File: config.mk
export PLATFORM = sky130hd
export DESIGN_NAME = mod_step_counter
export DESIGN_NICKNAME = d
export VERILOG_FILES = /design/src/rtl/mod_step_counter.sv
export SDC_FILE = /design/constraint.sdc
export NUM_CORES = 1
export LEC_CHECK = 0
export CORE_UTILIZATION = 58
export DETAILED_ROUTE_END_ITERATION = 8
export PLACE_DENSITY_LB_ADDON = 0.08
export RECOVER_POWER = 50
export SKIP_CTS_REPAIR_TIMING = 1
export SLEW_MARGIN = 20
export SYNTH_ARGS = -nofsm -noshare
export SYNTH_HDL_FRONTEND = slang
export SYNTH_SLANG_ARGS = --single-unit
File: constraint.sdc
create_clock -name clk -period 6.2 [get_ports clk]
set_clock_uncertainty 0.05 [all_clocks]
set_input_delay 1.24 -clock clk [delete_from_list [all_inputs] [get_ports clk]]
set_output_delay 1.24 -clock clk [all_outputs]
set_load 0.01 [all_outputs]
File: src/rtl/mod_step_counter.sv
// mod_step_counter: parametrised up/down counter with load, programmable step,
// programmable modulo limit, wrap/saturate mode and boundary status flags.
// The count and both event pulses are registered. at_zero and at_limit
// follow count and limit combinationally.

module mod_step_counter #(
    parameter int              WIDTH     = 8,
    parameter int              STEP_W    = 4,
    parameter logic [WIDTH-1:0] RESET_VAL = '0
) (
    input  logic              clk,
    input  logic              rst,
    input  logic              load,
    input  logic [WIDTH-1:0]  data_in,
    input  logic              enable,
    input  logic              up_dn,
    input  logic [STEP_W-1:0] step,
    input  logic [WIDTH-1:0]  limit,
    input  logic              sat_mode,
    output logic [WIDTH-1:0]  count,
    output logic              wrap_pulse,
    output logic              sat_pulse,
    output logic              at_zero,
    output logic              at_limit
);

    // One extra bit so that count + step and count + limit + 1 never overflow.
    localparam int            EW    = WIDTH + 1;
    localparam logic [EW-1:0] ONE_X = EW'(1);

    logic [WIDTH-1:0] count_q;
    logic             wrap_q;
    logic             sat_q;

    logic [EW-1:0]    cnt_x;
    logic [EW-1:0]    lim_x;
    logic [EW-1:0]    step_x;
    logic [EW-1:0]    es_x;
    logic [EW-1:0]    up_sum;
    logic             out_of_range;
    logic             up_over;
    logic             dn_under;

    logic [WIDTH-1:0] load_val;
    logic [WIDTH-1:0] up_val;
    logic [WIDTH-1:0] up_wrap_val;
    logic [WIDTH-1:0] dn_val;
    logic [WIDTH-1:0] dn_wrap_val;

    logic [WIDTH-1:0] count_d;
    logic             wrap_d;
    logic             sat_d;

    // Widen operands, clamp the step to the limit and precompute every candidate result.
    always_comb begin
        cnt_x        = {1'b0, count_q};
        lim_x        = {1'b0, limit};
        step_x       = EW'(step);
        es_x         = (step_x > lim_x) ? lim_x : step_x;
        up_sum       = cnt_x + es_x;
        out_of_range = (cnt_x > lim_x);
        up_over      = (up_sum > lim_x);
        dn_under     = (es_x > cnt_x);
        // Every candidate below is <= limit when selected, so narrowing is lossless.
        up_val       = WIDTH'(up_sum);
        up_wrap_val  = WIDTH'(up_sum - lim_x - ONE_X);
        dn_val       = WIDTH'(cnt_x - es_x);
        dn_wrap_val  = WIDTH'(cnt_x + lim_x + ONE_X - es_x);
        load_val     = (data_in > limit) ? limit : data_in;
    end

    // Select next count and pulse values: load beats enable, enable beats hold.
    always_comb begin
        count_d = count_q;
        wrap_d  = 1'b0;
        sat_d   = 1'b0;
        if (load) begin
            count_d = load_val;
        end else if (enable) begin
            if (out_of_range) begin
                // Limit was lowered below the count; recover to a boundary.
                if (sat_mode) begin
                    count_d = limit;
                    sat_d   = 1'b1;
                end else begin
                    count_d = '0;
                    wrap_d  = 1'b1;
                end
            end else if (up_dn) begin
                if (!up_over) begin
                    count_d = up_val;
                end else if (sat_mode) begin
                    count_d = limit;
                    sat_d   = 1'b1;
                end else begin
                    count_d = up_wrap_val;
                    wrap_d  = 1'b1;
                end
            end else begin
                if (!dn_under) begin
                    count_d = dn_val;
                end else if (sat_mode) begin
                    count_d = '0;
                    sat_d   = 1'b1;
                end else begin
                    count_d = dn_wrap_val;
                    wrap_d  = 1'b1;
                end
            end
        end
    end

    // Register count and pulses; synchronous reset overrides everything.
    always_ff @(posedge clk) begin
        if (rst) begin
            count_q <= RESET_VAL;
            wrap_q  <= 1'b0;
            sat_q   <= 1'b0;
        end else begin
            count_q <= count_d;
            wrap_q  <= wrap_d;
            sat_q   <= sat_d;
        end
    end

    assign count      = count_q;
    assign wrap_pulse = wrap_q;
    assign sat_pulse  = sat_q;
    assign at_zero    = (count_q == '0);
    assign at_limit   = (count_q == limit);

endmodule

## After elaboration in Yosys (flattened, before gate mapping)

Index checks and enable logic that the tools add are counted.

| storage, ports and cells | value |
|---|---|
| bits in registers | 10 |
| bits in latches | 0 |
| bits in writable memories | 0 |
| memory bits (read-only) | 0 |
| bits of input ports | 26 |
| output and inout bits | 12 |
| logic and storage cells | 41 |
| memories | 0 |

| operators by class | value |
|---|---|
| add/sub/neg operators | 7 |
| multipliers | 0 |
| divide/modulo/power cells | 0 |
| order comparisons | 5 |
| equality and inequality tests | 1 |
| shifts and indexed selects | 0 |
| multiplexer cells | 21 |
| bitwise logic cells | 1 |
| reductions and logical operators | 3 |

Operator list:

| cell | number |
|---|---|
| $mux 8 | 11 |
| $gt 8x8->1 | 3 |
| $sub 8x8->8 | 3 |
| $mux 1 | 10 |
| $add 8x8->9 | 1 |
| $gt 9x8->1 | 1 |
| $add 8x1->8 const B | 1 |
| $add 8x8->8 | 1 |
| $eq 8x8->1 | 1 |
| $gt 4x8->1 | 1 |
| $logic_not 8->1 | 1 |
| $sub 8x1->8 const B | 1 |
| $reduce_or 3->1 | 1 |
| $reduce_bool 2->1 | 1 |
| $not 1->1 | 1 |

## Depth between registers and ports, before layout

| depth | value |
|---|---|
| word-level depth | 11 |
| depth in mapped cells | 26 |
| gate-level depth less buffers | 25 |

## Worst setup path after synthesis

OpenSTA, ideal clock, no wires.

| path | value |
|---|---|
| path type | input -> register |
| start | input port limit[1] |
| end | register count_q[7] (netlist: count[7]) |
| library setup time | 0.125 ns |
| arrival time | 5.352 ns |
| data required time | 6.025 ns |
| setup slack | 0.672 ns |
| stages | 25 |
| buffers on the path | 1 |
| path through | inv_1 -> ha_1 -> nor2b_1 -> o21ai_0 -> nand2b_1 -> a21oi_1 -> nor2_1 -> o21ai_0 -> ha_1 -> inv_1 -> fa_1 -> nand2b_1 -> a21oi_2 -> a211oi_2 -> xor2_1 -> ha_1 -> and3_1 -> nand3_1 -> o21ai_0 -> o21ai_2 -> buf_2 -> o211ai_1 -> o21a_1 -> a211oi_1 -> o22ai_1 |

| between the ends | value |
|---|---|
| longest elaborated chain between the ends | 11 |
| elaborated cells between the ends (all ways) | 22 |
| those cells by class | 7 x add/sub; 5 x order compare; 10 x mux |

RTL lines:

| what | RTL line | RTL |
|---|---|---|
| start: declaration | 18 | `input logic [WIDTH-1:0] limit,` |
| $gt 4x8->1 | 59 | `es_x = (step_x > lim_x) ? lim_x : step_x;` |
| $mux 8 | 59 |  |
| $add 8x8->9 | 60 | `up_sum = cnt_x + es_x;` |
| $sub 8x8->8 | 66 | `up_wrap_val = WIDTH'(up_sum - lim_x - ONE_X);` |
| $sub 8x1->8 | 66 |  |
| $mux 8 | 92 | `end else if (sat_mode) begin` |
| $mux 8 | 90 | `if (!up_over) begin` |
| $mux 8 | 89 | `end else if (up_dn) begin` |
| $mux 8 | 80 | `if (out_of_range) begin` |
| $mux 8 | 79 | `end else if (enable) begin` |
| $mux 8 * | 77 | `if (load) begin` |
| end signal: assignment | 120 | `count_q <= count_d;` |
| end: declaration | 31 | `logic [WIDTH-1:0] count_q;` |

Mark *: on every way between the ends. The rest lies on a longest branch, timed or not. The select of a mux whose other input is x is not followed.
A chain may end at the register's enable or synchronous reset.

## Worst setup path after layout

| path | value |
|---|---|
| start | input port limit[1] |
| end | register count_q[0] (netlist: count[0]) |

Same word-level chain as after synthesis.

==> impl_results.md <==
* N_diodes at 0
* Top_reg_cell synth: dfxtp_1
* HP Class: flop to flop
* Routability cong. at 0.930
* GRT met3 Usage at 4.66%
* Placement Rows at 25
* Inst Count DP at 510
* Pwr dens at 235 nW/um^2
* Yosys top cell area share at 24.1%
* CTS Buf Count at 3
* Worst-Margin Slew at 0.882 ns
* DRC errors left at 0
* WP data required at 6.30 ns
* Post-synth cell types at 66
* Reg2Reg Depth at 14
* Port-buffer cells at 37
* Layout cell share with drive strength beyond 1 at between 15 and 20%
* Clock Sinks at 10
* Final net count at 543
* Number of synthesized flops with an enable pin at 0
* Status: complete, no violations
* Cell count after synthesis at 376
* Max-slew violation count at 0
* Die ar. at 5400 sq um
* CTS tree: built
* Die Y at 73.5 um
* Top Usage Layer GRT: met2
* WL final at 9430 um
* Mean Syn Cell Area at between 7 and 8 sq um
* Sequential area share after synthesis at 6.75%
* Final Cycle Share at about 98%
* Int Pwr at 0.472 mW
* Initial Utilization at approximately three fifths
* Mapped cell area at around 3000 sq um
* Drt first-iter violations at around 460
* Maxcap violations at 0
* Via density per instance at 6.17
* Area contributors post-synth: ha_1 (24%), dfxtp_1 (6.8%), fa_1 (4.7%)
* Power Total at 0.891 mW
* DP Wirelength at between 7000 and 8000 um
* Area added between synthesis and finish at 27.6%
* Total GRT Usage at 36.7%
* Initial antenna violation count at 0
* Drt wl/cell at roughly 18 um
* Post-synth top area cell: ha_1
* Critical Path Source Type: input port
* Max-slew headroom at 41.0%
* Die W at 73.5 um
* VDD IR max at 123 uV
* Fin Hold WS at between 0.6 and 0.7 ns
* Finish-stage setup viols at 0
* Sw Ratio at 47.0%
* CTS max path bufs at 2
* FF+latch count, synth at 10
* Post-layout minimum cycle time at 6.06 ns
* First-pass GRT wire length at 14900 um
* Hold path depth at 2
* CP endpoint kind: flop
* GR met1 Demand/Resource at a little under half
* Critical path arrival at 6.16 ns
* GRT overflow at 0
* H-tree depth at 1
* Vias in the first global route at 3122
* Critical path's slowest cell: clkdlybuf4s50_1
* Critical Path Max Stage Delay at ~0.47 ns
* Top Ports at 38
* Via Count at about 3200
* GR met2 Demand/Resource at between 60 and 70%
* Clock Root Buffer: clkbuf_8
* CP Class: input port to flop
* Clk_lat worst skew at 0.24 ns
* Synth Warn # at 0
* DRT Pass-1 Iters at 6
* FFs w/ async S/R, synth at 0%
* Antenna-violating nets left at 0
* Clk network pwr share at a little under a tenth
* Psw at 0.419 mW
* Leakage power at 1.81 nW
* Count of final hold-check violations at 0
* Peak Freq at 0.165 GHz
* Largest net degree at the start of global routing at 23
* Finished Layout Cells at slightly above 500
* Worst reg2reg setup slack at about 2.2 ns
* Clock-pin slew on the worst setup and hold paths at 0.05 ns
* Final TNS setup at 0 ns
* Combinational share of power at 79.9%
* Crit path max fanout at 5
* Reg power frac at 10.7%
* Core area at 4820 sq um
logic make-up after synthesis:
group           after synthesis  share of synthesized area, %
buf+inv                      47                          6.75
simple gates                 98                          17.5
flops                        10                          6.75
mux                          12                          4.43
other cells                   2                         0.253
fa+ha+maj                    64                          28.8
xor+xnor                     23                          6.79
compound gates              120                          28.8
cell usage after synthesis (3+ instances only):
cell,n
nand2_1,22
or4_1,3
o21a_1,5
a211oi_1,4
inv_1,34
o21ai_0,18
nor3_1,6
a21oi_1,26
clkbuf_1,4
and2_1,3
and3_1,4
o31ai_1,3
nor2_1,24
nand4_1,5
or2_2,3
a311oi_1,5
fa_1,7
mux2i_1,6
o22ai_1,6
nor3b_1,3
nand3_1,3
ha_1,57
xnor2_1,16
xor2_1,7
a31oi_1,5
o211ai_1,8
nand2b_1,7
dfxtp_1,10
nor2b_1,6
o21ai_1,4
mux2_2,4
buf_2,7
a21o_1,9
state kept, by name, summed over array words and instances, names as in the netlist:
signal	count
sat_pulse	1
count	8
wrap_pulse	1
worst paths after layout:
path / from / to
setup reg to reg: count[1]$_SDFFE_PP0P_ / count[0]$_SDFFE_PP0P_
hold reg to reg: count[4]$_SDFFE_PP0P_ / count[4]$_SDFFE_PP0P_
setup / recovery: limit[1] / count[0]$_SDFFE_PP0P_
hold / removal: count[4]$_SDFFE_PP0P_ / count[4]$_SDFFE_PP0P_
metal layers:
layer / vias up / part of all wire, %
li1: 1524 / -
met1: 1523 / 44
met2: 132 / 46
met3: 25 / 7.1
met4: 0 / 3.2
met5: - / 0
cells in the final DEF, fill, tap and decap left out, types with 5 or more instances in the layout:
| cell type | synthesis | layout |
|---|---|---|
| nand2b_1 | 7 | 7 |
| xor2_1 | 7 | 7 |
| conb_1 | 2 | 8 |
| mux2i_1 | 6 | 6 |
| nor3_1 | 6 | 6 |
| buf_4 | 0 | 41 |
| a31oi_1 | 5 | 5 |
| o22ai_1 | 6 | 6 |
| fa_1 | 7 | 7 |
| a311oi_1 | 5 | 5 |
| clkdlybuf4s50_1 | 0 | 27 |
| o21ai_0 | 18 | 15 |
| ha_1 | 57 | 57 |
| dlygate4sd3_1 | 0 | 10 |
| inv_1 | 34 | 34 |
| xnor2_1 | 16 | 15 |
| o211ai_1 | 8 | 8 |
| o21a_1 | 5 | 5 |
| nand4_1 | 5 | 5 |
| a21o_1 | 9 | 9 |
| dfxtp_1 | 10 | 10 |
| a21oi_1 | 26 | 25 |
| nor2b_1 | 6 | 6 |
| o21ai_1 | 4 | 7 |
| nand2_1 | 22 | 22 |
| nor2_1 | 24 | 23 |
power groups by stage:
stage | Sequential [mW] | Combinational (mW) | Clock, mW
3_3_place_gp | 0.0957 | 0.640 | 0
5_1_grt | 0.0961 | 0.773 | 0.0870
4_1_cts | 0.0947 | 0.656 | 0.0833
3_5_place_dp | 0.0959 | 0.651 | 0
2_1_floorplan | 0.0902 | 0.445 | 0
6_report | 0.0951 | 0.712 | 0.0841
cell type report:
type,instances,area [sq um]
multi-input cells,326,2640
fillers,392,1030
repair buffers,78,678
flip-flops and latches,10,200
inverters,34,128
well taps,67,83.8
clock buffers,4,55.1
critical path: cells and delay by family:
kind | cells | cell delay (ns)
fa+ha+maj | 3 | 0.86
simple gates | 4 | 0.62
buf+inv | 5 | 0.98
compound gates | 10 | 1.60
mux | 2 | 0.66
xor+xnor | 1 | 0.20
stage by stage:
| step | instance area, sq um | setup slack, ns | util, % |
|---|---|---|---|
| 6_report | 3780 | 0.136 | 78.6 |
| 3_5_place_dp | 3650 | -0.254 | 75.7 |
| 3_3_place_gp | 3650 | -0.183 | 75.7 |
| 2_1_floorplan | 2990 | 0.672 | - |
| 5_1_grt | 3780 | -0.0183 | 78.6 |
| 4_1_cts | 3700 | -0.0496 | 76.9 |
(Power assumes the default switching activity.)
